$ cat config.mk
export PLATFORM = sky130hd
export DESIGN_NAME = simon_sequence_player
export DESIGN_NICKNAME = d
export VERILOG_FILES = /design/src/rtl/simon_sequence_player.sv
export SDC_FILE = /design/constraint.sdc
export NUM_CORES = 1
export LEC_CHECK = 0
export ABC_CLOCK_PERIOD_IN_PS = 2900
export CAP_MARGIN = 20
export CORE_MARGIN = 2
export CORE_UTILIZATION = 50
export DETAILED_ROUTE_END_ITERATION = 8
export PLACE_DENSITY = 0.77
export SYNTH_ARGS = -nofsm -noshare
export SYNTH_HDL_FRONTEND = slang
export SYNTH_SLANG_ARGS = --single-unit
$ cat constraint.sdc
create_clock -name clk -period 2.9 [get_ports clk]
set_input_delay 0.58 -clock clk [delete_from_list [all_inputs] [get_ports clk]]
set_output_delay 0.58 -clock clk [all_outputs]
set_load 0.03 [all_outputs]
$ cat src/rtl/simon_sequence_player.sv
// rtl/simon_sequence_player.sv - plays a stored Simon colour sequence on four LEDs, paced by 1 Hz ticks
module simon_sequence_player #(
  parameter int MAX_LEN   = 16,
  parameter int ON_TICKS  = 1,
  parameter int OFF_TICKS = 1
) (
  input  logic                         clk,
  input  logic                         resetn,
  input  logic                         tick,
  input  logic                         start,
  input  logic [$clog2(MAX_LEN+1)-1:0] length,
  input  logic [1:0]                   seq_color,
  output logic [$clog2(MAX_LEN)-1:0]   seq_addr,
  output logic [3:0]                   led,
  output logic                         busy,
  output logic                         done
);

  localparam int AW   = $clog2(MAX_LEN);
  localparam int LW   = $clog2(MAX_LEN + 1);
  localparam int TMAX = (ON_TICKS > OFF_TICKS) ? ON_TICKS : OFF_TICKS;
  localparam int TW   = $clog2(TMAX + 1);

  typedef enum logic [1:0] {IDLE, ON, OFF, FINISH} state_t;

  state_t          state, state_n;
  logic [AW-1:0]   step, step_n;
  logic [LW-1:0]   len_reg, len_n;
  logic [TW-1:0]   tcnt, tcnt_n, tcnt_inc;
  logic [1:0]      color_reg, color_n;
  logic            last_reg, last_n;
  logic            at_last;

  always_ff @(posedge clk or negedge resetn) begin
    if (!resetn) begin
      state     <= IDLE;
      step      <= '0;
      len_reg   <= '0;
      tcnt      <= '0;
      color_reg <= '0;
      last_reg  <= 1'b0;
    end else begin
      state     <= state_n;
      step      <= step_n;
      len_reg   <= len_n;
      tcnt      <= tcnt_n;
      color_reg <= color_n;
      last_reg  <= last_n;
    end
  end

  // last_reg remembers that the final step has been lit, since step holds at len-1
  // both while that step is lit and during the gap before it.
  always_comb begin
    state_n  = state;
    step_n   = step;
    len_n    = len_reg;
    tcnt_n   = tcnt;
    color_n  = color_reg;
    last_n   = last_reg;
    tcnt_inc = tcnt + TW'(1);
    at_last  = (LW'(step) == (len_reg - LW'(1)));

    case (state)
      IDLE: begin
        step_n = '0;
        if (start) begin
          len_n  = (length > LW'(MAX_LEN)) ? LW'(MAX_LEN) : length;
          last_n = 1'b0;
          tcnt_n = '0;
          if (len_n == '0) begin
            state_n = FINISH;
          end else begin
            color_n = seq_color;
            state_n = ON;
          end
        end
      end
      ON: begin
        if (tick) begin
          if (tcnt_inc == TW'(ON_TICKS)) begin
            tcnt_n  = '0;
            state_n = OFF;
            if (at_last) last_n = 1'b1;
            else         step_n = step + AW'(1);
          end else begin
            tcnt_n = tcnt_inc;
          end
        end
      end
      OFF: begin
        if (tick) begin
          if (tcnt_inc == TW'(OFF_TICKS)) begin
            tcnt_n = '0;
            if (last_reg) begin
              state_n = FINISH;
            end else begin
              color_n = seq_color;
              state_n = ON;
            end
          end else begin
            tcnt_n = tcnt_inc;
          end
        end
      end
      FINISH: begin
        step_n  = '0;
        state_n = IDLE;
      end
      default: state_n = IDLE;
    endcase
  end

  always_comb begin
    led = '0;
    if (state == ON) led = 4'(1) << color_reg;
  end

  assign seq_addr = step;
  assign busy     = (state != IDLE);
  assign done     = (state == FINISH);

endmodule
### Word-level counts from Yosys, hierarchy flattened

Cells that the tools add are included.

* bits of input ports: 11
* output and inout bits: 10
* flip-flop bits (word level): 15
* word-level logic and storage cells: 67

* reductions and logical operators: 15
* add/sub/neg operators: 3
* magnitude comparators: 1
* mux-type cells: 27
* shifts and indexed selects: 1
* eq/ne operators: 14

Operators with widths (count)
* two-way mux 2 bit: 12
* != test 2 bit, second input constant: 9
* two-way mux 4 bit: 4
* AND reduction 5 bit: 2
* nonzero test 2 bit: 5
* case mux 2 bit (4 select lines): 1
* case mux 4 bit (2 select lines): 1
* AND reduction 6 bit: 1
* == test 4 x 5 -> 1 bit: 1
* > comparator 5 bit, second input constant: 1
* logical NOT 5 bit: 1
* two-way mux 1 bit: 5
* two-way mux 5 bit: 1
* subtractor 5 x 1 -> 5 bit, second input constant: 1
* adder 4 x 1 -> 4 bit, second input constant: 1
* == test 2 bit, second input constant: 2
* case mux 1 bit (2 select lines): 2
* case mux 2 bit (2 select lines): 1
* AND reduction 4 bit: 1
* OR reduction 2 bit: 2
* << shifter 1 x 2 -> 4 bit, first input constant: 1
* AND reduction 3 bit: 1
* == test 2 x 1 -> 1 bit, second input constant: 1
* logical NOT 2 bit: 1
* other kinds (3): 3

### Logic depth before layout (Yosys ltp)

* word-level depth: 6
* gate-level depth with buffers: 8
* mapped depth without buffers: 7

### Worst setup path after synthesis

OpenSTA, ideal clock, no wires.

* path type: register to output
* from: reg state[1]
* to: out led[0]
* slack: 0.580 ns
* stages on the path, launching flop included: 5
* path buffers: 1
* arrival time: 1.740 ns
* required time: 2.320 ns
* path through: dfrtp_1 > inv_1 > ha_1 > clkbuf_1 > nor3b_1

* word-level cells in the longest chain between the ends: 2

RTL lines
* start: declaration: line 26 `state_t state, state_n;`
* start signal: assignment: line 43 `state <= state_n;`
* == test 2 x 1 -> 1 bit: line 116 `if (state == ON) led = 4'(1) << color_reg;`
* two-way mux 4 bit: line 116
* end: declaration: line 14 `output logic [3:0] led,`

Every way passes these cells.

### Worst setup path after layout

Ends and elaborated chain as after synthesis.

==> impl_metrics.json <==
{
  "design_area_um2": 1220,
  "place_congestion": 0.805,
  "cts_buffer_depth": 2,
  "grt_overflow": 0,
  "grt_pass1_wl_mm": 3.15,
  "synth_edf_count": 0,
  "h-tree-depth": 1,
  "synth_simple_gate_area_share_pct": 22.4,
  "clock_latency_ps": 280,
  "drv_cap": 0,
  "routed_wl_mm": 1.97,
  "grt_usage_pct": 19.9,
  "fin_setup_tns_ps": 0,
  "cts_made_buffers": 3,
  "drv_slew": 0,
  "fin_nets": 142,
  "largest_reg_flops": 5,
  "synth_compound_area_share_pct": 21.5,
  "fillers": 146,
  "io_pins": 21,
  "grt_pass1_vias": 736,
  "path_max_fanout": 5,
  "critical_path_class": "flop to output pin",
  "core_um2": 1760,
  "synth_cells": 101,
  "postSynthAreaPerCell_um2": 9.58,
  "drt_first_pass_iters": 4,
  "cp_slowest_cell": "clkdlybuf4s50_1",
  "yosys_register_bits": 14,
  "synth-xor-area-share_pct": 4.53,
  "max_stage_delay_ps": 700,
  "die_h_um": 48.0,
  "initial_core_util_pct": 54.8,
  "p_leak_nw": 0.524,
  "post-route-period-util_pct": 88.5,
  "synthMuxAreaShare_pct": 4.53,
  "hold_path.class": "flop to flop",
  "post_dp_cell_area_um2": 1200,
  "port_buffers": 20,
  "synth_area_um2": 967,
  "clkTransAtPathRegs_ps": 90,
  "fin_ws_ps": 333,
  "seqCellArea_um2": 350,
  "critPathTopFamily": "buffers and inverters",
  "max_freq_mhz": 390,
  "dpl.hpwl_mm": 1.52,
  "drtIter0Drc": 25,
  "status": "complete, no violations",
  "cts.sinks": 14,
  "worst_ep_required_time_ps": 2320,
  "yosysSeqAreaShare_pct": 36.2,
  "via_count": 833,
  "synthToLayoutAreaGrowth_pct": 26.3,
  "ys_async_sr_fraction_pct": 100,
  "antenna_cells": 0,
  "period_needed_ps": 2570,
  "cts_setup_buffers": 0,
  "die-area_um2": 2300,
  "pre_cts_ws_ps": 385,
  "synth_nets": 118,
  "viasPerCell": 5.63,
  "drc": 0,
  "worstMarginPinSlew_ps": 631,
  "grt_max_degree": 15,
  "final_layout_size_suffix_gt1_share_pct": 13.8,
  "ant_nets": 0,
  "yosysWarnings": 0,
  "cp-start-kind": "flop",
  "cp-end-kind": "output pin",
  "synth_flop_cell": "dfrtp_1",
  "reg2reg_depth": 7,
  "fin_hold_ws_ps": 548,
  "die_w_um": 48.0,
  "rsz0062_at_grt": "false",
  "crit_chain": "inv_1 > ha_1 > nor3b_1 > clkdlybuf4s50_1",
  "cts_root_buf": "clkbuf_4",
  "antenna_found_initial": 0,
  "postCtsHoldBufs": 0,
  "cts_resized": 0,
  "multi_input_area_um2": 587,
  "synth_top_family_by_area": "simple AND/OR/NAND/NOR gates",
  "synth_cell_types": 44,
  "fin_skew_ps": 9.37,
  "p_per_area_nw_per_um2": 890,
  "synth_adder_area_share_pct": 7.76,
  "path_buf_inv": 2,
  "arrival_ps": 1990,
  "hold_depth": 2,
  "timing.slew.headroom_pct": 57.8,
  "ir_worst_vdd_mv": 0.627,
  "wire_per_inst_um": 13.3,
  "cts_tree": "done",
  "final-setup-viol-count": 0,
  "rows": 15,
  "hold_viol": 0,
  "path_depth": 4
}
==> cells in the final DEF (no fill, tap or decap), types with 2 or more instances in the layout <==
cell type,instances
clkdlybuf4s50_1,20
dfrtp_1,14
nand2_1,9
o21ai_0,7
inv_1,6
ha_1,6
nand2b_1,5
nor2_1,4
a21oi_1,3
xnor2_1,3
mux2_2,3
clkbuf_4,3
nor2b_1,2
nor3_1,2
nand4b_1,2
xor2_1,2
nand3_1,2
and3_2,2
==> Yosys cell counts (all sizes together), types with 3 or more instances <==
master | n | share of area, %
and3 | 3 | 2.2
mux2 | 3 | 3.5
xnor2 | 3 | 2.7
nand2b | 5 | 3.2
a21oi | 3 | 1.6
o21ai | 8 | 4.1
inv | 6 | 2.3
ha | 6 | 7.8
nand2 | 9 | 3.5
nor2 | 5 | 2.2
dfrtp | 14 | 36
==> final cells by class <==
type / instances / share of cell area [%]
multi-input combinational: 79 / 48.1
sequential: 14 / 28.7
timing repair buffer: 21 / 17.0
tap: 25 / 2.56
clock buffer: 3 / 1.84
inverter: 6 / 1.84
==> logic make-up after synthesis <==
| group | Yosys count |
|---|---|
| compound gates | 27 |
| xor+xnor | 5 |
| fa+ha+maj | 6 |
| buf+inv | 8 |
| flops | 14 |
| mux | 4 |
| simple gates | 37 |
==> power breakdown <==
part | switching (W) | internal [W]
combinational | 0.000340 | 0.000293
clock | 0.0000639 | 0.0000482
sequential | 0.0000812 | 0.000261
==> worst paths after layout <==
path | from | endpoint | slack, ps
worst min register to register | len_reg[1] | len_reg[1] | 550
min in group asynchronous | resetn | seq_addr[3] | 680
max in group asynchronous | resetn | len_reg[3] | 1800
worst max register to register | state[1] | seq_addr[2] | 790
worst max-delay path | state[1] | led[0] | 330
worst min-delay path | len_reg[1] | len_reg[1] | 550
==> through the flow <==
stage | cells | power [W] | utilization, %
after floorplan | 101 | 0.000794 | -
after global placement | 145 | 0.000957 | 67.9
after detailed placement | 145 | 0.000976 | 67.9
after CTS | 148 | 0.00109 | 69.2
after global routing | 148 | 0.00117 | 69.2
final | 148 | 0.00109 | 69.2
==> layer usage <==
layer,share of wire [%],global-route usage (%),wire length [um],up-vias
met1,43,25.2,845,385
met2,50,33.3,992,34
met5,0,0,0,-
met3,5.6,3.40,111,4
met4,1.2,8.11,23,0
li1,-,-,-,410
==> tightest hold or removal path, cell delays in order, from the launching register on <==
cell,delay [ps]
dfrtp_1,390
nand2_1,50
o21ai_0,70
(Power assumes the default switching activity.)
